File: config.mk
export PLATFORM = sky130hd
export DESIGN_NAME = button_debounce
export DESIGN_NICKNAME = d
export VERILOG_FILES = /design/src/rtl/button_debounce.sv
export SDC_FILE = /design/constraint.sdc
export NUM_CORES = 1
export LEC_CHECK = 0
export CORE_ASPECT_RATIO = 0.75
export CORE_MARGIN = 1
export CORE_UTILIZATION = 45
export DETAILED_ROUTE_END_ITERATION = 7
export PLACE_DENSITY = 0.65
export SKIP_LAST_GASP = 1
export SYNTH_ARGS = -nofsm -noshare
export SYNTH_HDL_FRONTEND = slang
export SYNTH_SLANG_ARGS = --single-unit
File: constraint.sdc
create_clock -name clk -period 5.34 [get_ports clk]
set_input_delay 1.335 -clock clk [delete_from_list [all_inputs] [get_ports clk]]
set_output_delay 1.335 -clock clk [all_outputs]
set_load 0.01 [all_outputs]
File: src/rtl/button_debounce.sv
// Four-bit push-button debouncer: two-flop synchronizer, then a symmetric per-bit stable-count filter.
// Optional press pulses are built only when BUTTON_PRESS_PULSE_EN is defined; otherwise press is tied low.
module button_debounce #(
  parameter int DB_CYCLES = 1_000_000
) (
  input  logic       clk,
  input  logic       reset,
  input  logic [3:0] btn_raw,
  output logic [3:0] b,
  output logic [3:0] press,
  output logic       stable
);

  localparam int CW = $clog2(DB_CYCLES);
  localparam logic [CW-1:0] CNT_MAX  = CW'(DB_CYCLES - 1);
  localparam logic [CW-1:0] CNT_ONE  = CW'(1);
  localparam logic [CW-1:0] CNT_ZERO = {CW{1'b0}};

  logic [3:0]         sync1_q, sync1_d;
  logic [3:0]         sync2_q, sync2_d;
  logic [3:0]         db_q, db_d;
  logic [3:0][CW-1:0] cnt_q, cnt_d;
  logic               stable_q, stable_d;

  // Next-state: synchronizer shift plus the per-bit count/commit filter.
  always_comb begin
    sync1_d  = btn_raw;
    sync2_d  = sync1_q;
    db_d     = db_q;
    cnt_d    = cnt_q;
    stable_d = 1'b1;
    for (int i = 0; i < 4; i++) begin
      if (sync2_q[i] == db_q[i]) begin
        cnt_d[i] = CNT_ZERO;
      end else if (cnt_q[i] == CNT_MAX) begin
        db_d[i]  = sync2_q[i];
        cnt_d[i] = CNT_ZERO;
      end else begin
        cnt_d[i] = cnt_q[i] + CNT_ONE;
      end
      // stable is registered from the counters' next values so it lines up with them.
      stable_d = stable_d & (cnt_d[i] == CNT_ZERO);
    end
  end

  // State registers with asynchronous reset.
  always_ff @(posedge clk or posedge reset) begin
    if (reset) begin
      sync1_q  <= 4'b0000;
      sync2_q  <= 4'b0000;
      db_q     <= 4'b0000;
      cnt_q    <= {4{CNT_ZERO}};
      stable_q <= 1'b1;
    end else begin
      sync1_q  <= sync1_d;
      sync2_q  <= sync2_d;
      db_q     <= db_d;
      cnt_q    <= cnt_d;
      stable_q <= stable_d;
    end
  end

`ifdef BUTTON_PRESS_PULSE_EN
  logic [3:0] press_q, press_d;

  // Rising edge of the debounced level, registered so it coincides with b going high.
  always_comb begin
    press_d = db_d & ~db_q;
  end

  // Press pulse register.
  always_ff @(posedge clk or posedge reset) begin
    if (reset) begin
      press_q <= 4'b0000;
    end else begin
      press_q <= press_d;
    end
  end

  assign press = press_q;
`else
  assign press = 4'b0000;
`endif

  assign b      = db_q;
  assign stable = stable_q;

endmodule

==> results of run 1 <==
==> stage by stage <==
step | util | area, um2 | setup slack [ns] | hold slack (ns)
3_5_place_dp | 0.486 | 5360 | 2.37 | 0.338
6_report | 0.510 | 5620 | 2.42 | 0.350
2_1_floorplan | - | 5170 | 1.59 | 0.331
5_1_grt | 0.510 | 5620 | 2.25 | 0.348
4_1_cts | 0.510 | 5620 | 2.40 | 0.349
3_3_place_gp | 0.486 | 5360 | 2.40 | 0.334
==> synthesized netlist by cell type, drive strengths merged (3+ instances only) <==
cell type,n
ha,4
nor2,90
inv,14
mux2,5
and3,8
nor3,22
nand4,28
and4,6
xnor2,49
o41ai,3
or2,3
dfrtp,92
nor4b,4
or3,5
clkbuf,19
o31ai,9
or4,12
nand2,30
nor2b,3
nand3,38
nor4,20
a21oi,14
o21ai,6
buf,7
o311ai,3
xor2,24
a211oi,3
==> logic make-up (layout without fill, tap and decap cells) <==
family | Yosys count | in the layout | share of synthesized area
buffers and inverters | 40 | 42 | 0.0330
DFF | 93 | 93 | 0.452
and+or+nand+nor | 280 | 280 | 0.282
AOI/OAI and AO/OA | 58 | 58 | 0.0840
xor gates and xnor gates | 73 | 73 | 0.124
muxes | 7 | 7 | 0.0148
other | 1 | 4 | 0.000727
adders and majority gates | 4 | 4 | 0.00971
==> flip-flops by register name, indices dropped and copies added, names as in the netlist <==
signal,flops
sync2_q,4
sync1_q,4
cnt_q,80
stable,1
b,4
==> worst min-delay path by stage <==
stage | startpoint | end | slack (ns) | cells past startpoint
6_report | sync1_q[0]$_DFF_PP0_ | sync2_q[0]$_DFF_PP0_ | 0.35 | 0
5_1_grt | sync1_q[0]$_DFF_PP0_ | sync2_q[0]$_DFF_PP0_ | 0.35 | 0
4_1_cts | sync1_q[0]$_DFF_PP0_ | sync2_q[0]$_DFF_PP0_ | 0.35 | 0
3_5_place_dp | sync1_q[0]$_DFF_PP0_ | sync2_q[0]$_DFF_PP0_ | 0.34 | 0
3_3_place_gp | sync1_q[1]$_DFF_PP0_ | sync2_q[1]$_DFF_PP0_ | 0.33 | 0
2_1_floorplan | sync1_q[0]$_DFF_PP0_ | sync2_q[0]$_DFF_PP0_ | 0.33 | 0
==> power by group <==
part	leakage [nW]	switching, mW	internal (mW)
logic	0.749	0.0450	0.0246
clock network	0.128	0.252	0.336
registers	1.27	0.0122	0.716
total	2.14	0.309	1.08
==> metal layers <==
layer,share of wire,global-route usage
met1,0.51,0.289
met2,0.43,0.296
met3,0.044,0.0504
met4,0.014,0.0630
met5,0,0
==> final cells by class <==
cell class,count,share of cell area
inverter,14,0.00957
multi-input combinational,426,0.475
clock inverter,1,0.00133
timing repair buffer,14,0.0231
clock buffer,13,0.0463
tap,140,0.0311
sequential,93,0.414
==> results.cfg, run 1 <==
[timing]
maxSlewViolCount = 0
max_slew_margin = 0.334
tightest_slew_ns = 0.998
period_share = 0.547
clock_skew_ns = 0.00456
max_freq_ghz = 0.342
tns_ns = 0
layout_min_cycle_time_ns = 2.92
finalHoldViolCount = 0
setup_violations = 0
rsz0062_at_grt = no

[setup_path]
crit_path_start_kind = register
r2r_slack_ns = 2.42
reg2reg_to = stable$_DFF_PP1_
crit_family = simple AND/OR/NAND/NOR gates
crit_top_cell = or4_1
crit_required_ns = 5.60
path_depth = 6
rr_startpoint = cnt_q[75]$_DFF_PP0_
path_buf_inv = 0
criticalPathCategory = reg2reg
crit_path_start = cnt_q[75]$_DFF_PP0_
slowest_delay_ns = 0.58
cp-end-kind = register
critPathCapture = stable$_DFF_PP1_
critPathArrivalTime_ns = 3.18
crit_slowest_cell = or4_4
path_max_fanout = 19
reg2reg_depth = 6
path_cells = or4_1 -> or4_4 -> o21ai_4 -> o21ai_1 -> or4_1 -> nor4_2

[synth]
syn_inst = 556
async_reset_ff_frac = 1.00
synth_cell_type_count = 62
synth_ff_type = dfrtp_1
synth_warnings = 0
synth_top_area_frac = 0.446
yosysSeqAreaShare = 0.452
synth_area_leaders = dfrtp_1 45%, xnor2_1 8.3%, nor2_1 6.6%
synth-seq-cells = 93
yosys.area.top_type = dfrtp_1
synth_edf_count = 0
syn_area_per_cell_um2 = 9.27
syn-cell-area_um2 = 5160

[clock_tree]
cts_resized = 0
postCtsSetupRepairBufs = 0
holdBufCountCts = 0
clk_pin_slew_ns = 0.06
cts_sinks = 93
clock_latency_ns = 0.35
clockBufferDepth = 2
numCtsBuffers = 9
cts_root_buf = clkbuf_16
h-tree-depth = 3
cts_tree = built

[hold_path]
hold_path_class = reg2reg

[final_layout]
nets = 568
final_common_cell = dfrtp_1
drive_gt1_frac = 0.0642
n_antenna_cell = 0
synthToLayoutAreaGrowth_pct = 9.08
final_cell_count_no_fill = 701
multi_input_comb_area_um2 = 2670
nFillCells = 1006
seqCellArea_um2 = 2330
final_cell_mix = 92 x dfrtp_1, 90 x nor2_1, 49 x xnor2_1, 38 x nand3_1, 30 x nand2_1

[die]
rows = 33
dieWidth_um = 126
die_area_um2 = 11900
io_pins = 15
die_h_um = 94.7
start_util = 0.468
core_region_area_um2 = 11000

[power_and_ir_drop]
p_total_mw = 1.39
leakage_nw = 2.14
power_density_nw_per_um2 = 246
ir_worst_vdd_mv = 0.162

[route]
dr.pass1.iters = 5
route.detailed.drc = 0
num_vias = 4094
drtIter0Drc = 355
via_per_inst = 5.84
wl_um = 11000
detail_route.wl_per_cell_um = 15.7
final_antenna_net_count = 0

[global_route]
grt_max_degree = 59
grt_pass1_vias = 3777
grt_pass1_wl_um = 18700
antenna_found_initial = 0
track_usage = 0.201
overflow = 0

[status]
run_status = completed

[placed_design]
dpl.cell_count = 687
portBuffers = 10
dp_hpwl_um = 7960
gp_routability_congestion = 0.925

[job]
maxCapViolations = 0
(Power assumes the default switching activity.)
==> run 2, diff against run 1 <==
- clock period: 5.34 -> 3 ns (I/O delays scaled with it)
==> results.cfg, run 2 (same netlist as run 1, synthesis figures left out) <==
[final_layout]
n_antenna_cell = 0
regMostFlops = cnt_q
final_util = 0.520
multi_input_comb_area_um2 = 2680
nets = 575
final_cell_count_no_fill = 710
synthToLayoutAreaGrowth_pct = 11.3
largest_reg_flops = 80
nFillCells = 1014
final_common_cell = dfrtp_1
seqCellArea_um2 = 2330
final_cell_mix = 92 x dfrtp_1, 90 x nor2_1, 49 x xnor2_1, 38 x nand3_1, 30 x nand2_1
drive_gt1_frac = 0.0860

[timing]
layout_min_cycle_time_ns = 2.76
tightest_slew_ns = 0.678
setup_violations = 0
max_freq_ghz = 0.363
maxSlewViolCount = 0
period_share = 0.919
finalHoldViolCount = 0
setup_slack_ns = 0.244
clock_skew_ns = 0.00452
rsz0062_at_grt = no
tns_ns = 0
max_slew_margin = 0.547

[global_route]
grt_pass1_vias = 3847
track_usage = 0.205
grt_max_degree = 38
grt_pass1_wl_um = 19000
overflow = 0
antenna_found_initial = 0

[hold_path]
holdPathEnd = sync2_q[1]$_DFF_PP0_
whs_path_depth = 0
hold_path_class = reg2reg
worstHoldStart = sync1_q[1]$_DFF_PP0_

[placed_design]
place_ws_ns = 0.247
dp_hpwl_um = 8220
dpl.cell_count = 694
gp_routability_congestion = 0.887
portBuffers = 10

[route]
dr_wl_met3_um = 613
wl_met2_um = 4890
via_per_inst = 5.82
final_antenna_net_count = 0
route.detailed.drc = 1
top_layer = met4
num_vias = 4131
drtIter0Drc = 361
wl_um = 11200
detail_route.wl_per_cell_um = 15.8
m1WireLength_um = 5550
dr.pass1.iters = 7

[die]
die_h_um = 94.7
rows = 33
start_util = 0.468
core_region_area_um2 = 11000
die_area_um2 = 11900
io_pins = 15
dieWidth_um = 126

[setup_path]
reg2reg_depth = 7
crit_path_start = cnt_q[72]$_DFF_PP0_
cp-end-kind = register
path_max_fanout = 7
critPathArrivalTime_ns = 3.01
crit_required_ns = 3.25
reg2reg_to = stable$_DFF_PP1_
rr_startpoint = cnt_q[72]$_DFF_PP0_
r2r_slack_ns = 0.24
criticalPathCategory = reg2reg
crit_path_start_kind = register

[status]
run_status = finished, violations left
violations = design-rule violations

[clock_tree]
cts_sinks = 93
h-tree-depth = 3
cts_tree = built
clock_latency_ns = 0.34
numCtsBuffers = 9
cts_root_buf = clkbuf_16
postCtsSetupRepairBufs = 0
clockBufferDepth = 2
clk_pin_slew_ns = 0.07

[power_and_ir_drop]
power_density_nw_per_um2 = 451
leakage_nw = 2.19
ir_worst_vdd_mv = 0.252

[job]
maxCapViolations = 0
run 2: cell types whose count changed in the layout (fill, tap and decap cells not counted):
cell and change:
nor3_1 -1, nor4_1 -1, buf_12 +1, buf_4 +6
clkinvlp_4 +3, nor4_2 +1, clkbuf_8 -1, clkbuf_1 -2
bufinv_16 +1, nor3_2 +1, clkinv_2 +1
run 2: how the worst max path moves through the flow:
stage,cells past startpoint,slack (ns),endpoint
after detailed placement,8,0.25,stable$_DFF_PP1_
after floorplan,7,0.47,stable$_DFF_PP1_
after CTS,9,0.22,stable$_DFF_PP1_
after global placement,7,0.36,stable$_DFF_PP1_
final,7,0.24,stable$_DFF_PP1_
after global routing,8,0.04,stable$_DFF_PP1_
run 2: critical path, cell delays in order (launching register included):
cell      delay [ns]
dfrtp_1         0.45
or4_1           0.53
or4_4           0.59
o21a_1          0.22
o311ai_1        0.09
o21ai_1         0.12
or4_1           0.49
nor4_2          0.17
run 2: final cells by class:
| cell class | instances | share of cell area |
|---|---|---|
| Multi-Input combinational cell | 426 | 0.467 |
| Sequential cell | 93 | 0.406 |
| Clock buffer | 10 | 0.0417 |
| Timing Repair Buffer | 21 | 0.0340 |
| Tap cell | 140 | 0.0305 |
| Clock inverter | 6 | 0.0109 |
| Inverter | 14 | 0.00981 |
run 2: where the power goes:
group / internal, mW / total, mW / switching [mW]
Combinational: 0.0502 / 0.134 / 0.0836
Sequential: 1.27 / 1.30 / 0.0219
Clock: 0.665 / 1.15 / 0.490
run 2: what timing repair did:
item	CTS	global route
hold buffers	0	0
gates resized for setup	0	2
endpoints found under the setup margin	0	1
run 2: metal layers:
metal / vias up / global-route usage
met5: - / 0
met4: 0 / 0.0508
met3: 12 / 0.0555
met2: 121 / 0.313
met1: 1976 / 0.290
li1: 2022 / -
run 2: metrics by stage:
| stage | power (mW) | hold slack [ns] | area, um2 |
|---|---|---|---|
| final | 2.58 | 0.347 | 5740 |
| after global routing | 2.69 | 0.355 | 5740 |
| after CTS | 2.61 | 0.349 | 5730 |
| after detailed placement | 1.46 | 0.335 | 5420 |
| after global placement | 1.45 | 0.332 | 5420 |
| after floorplan | 1.41 | 0.331 | 5170 |
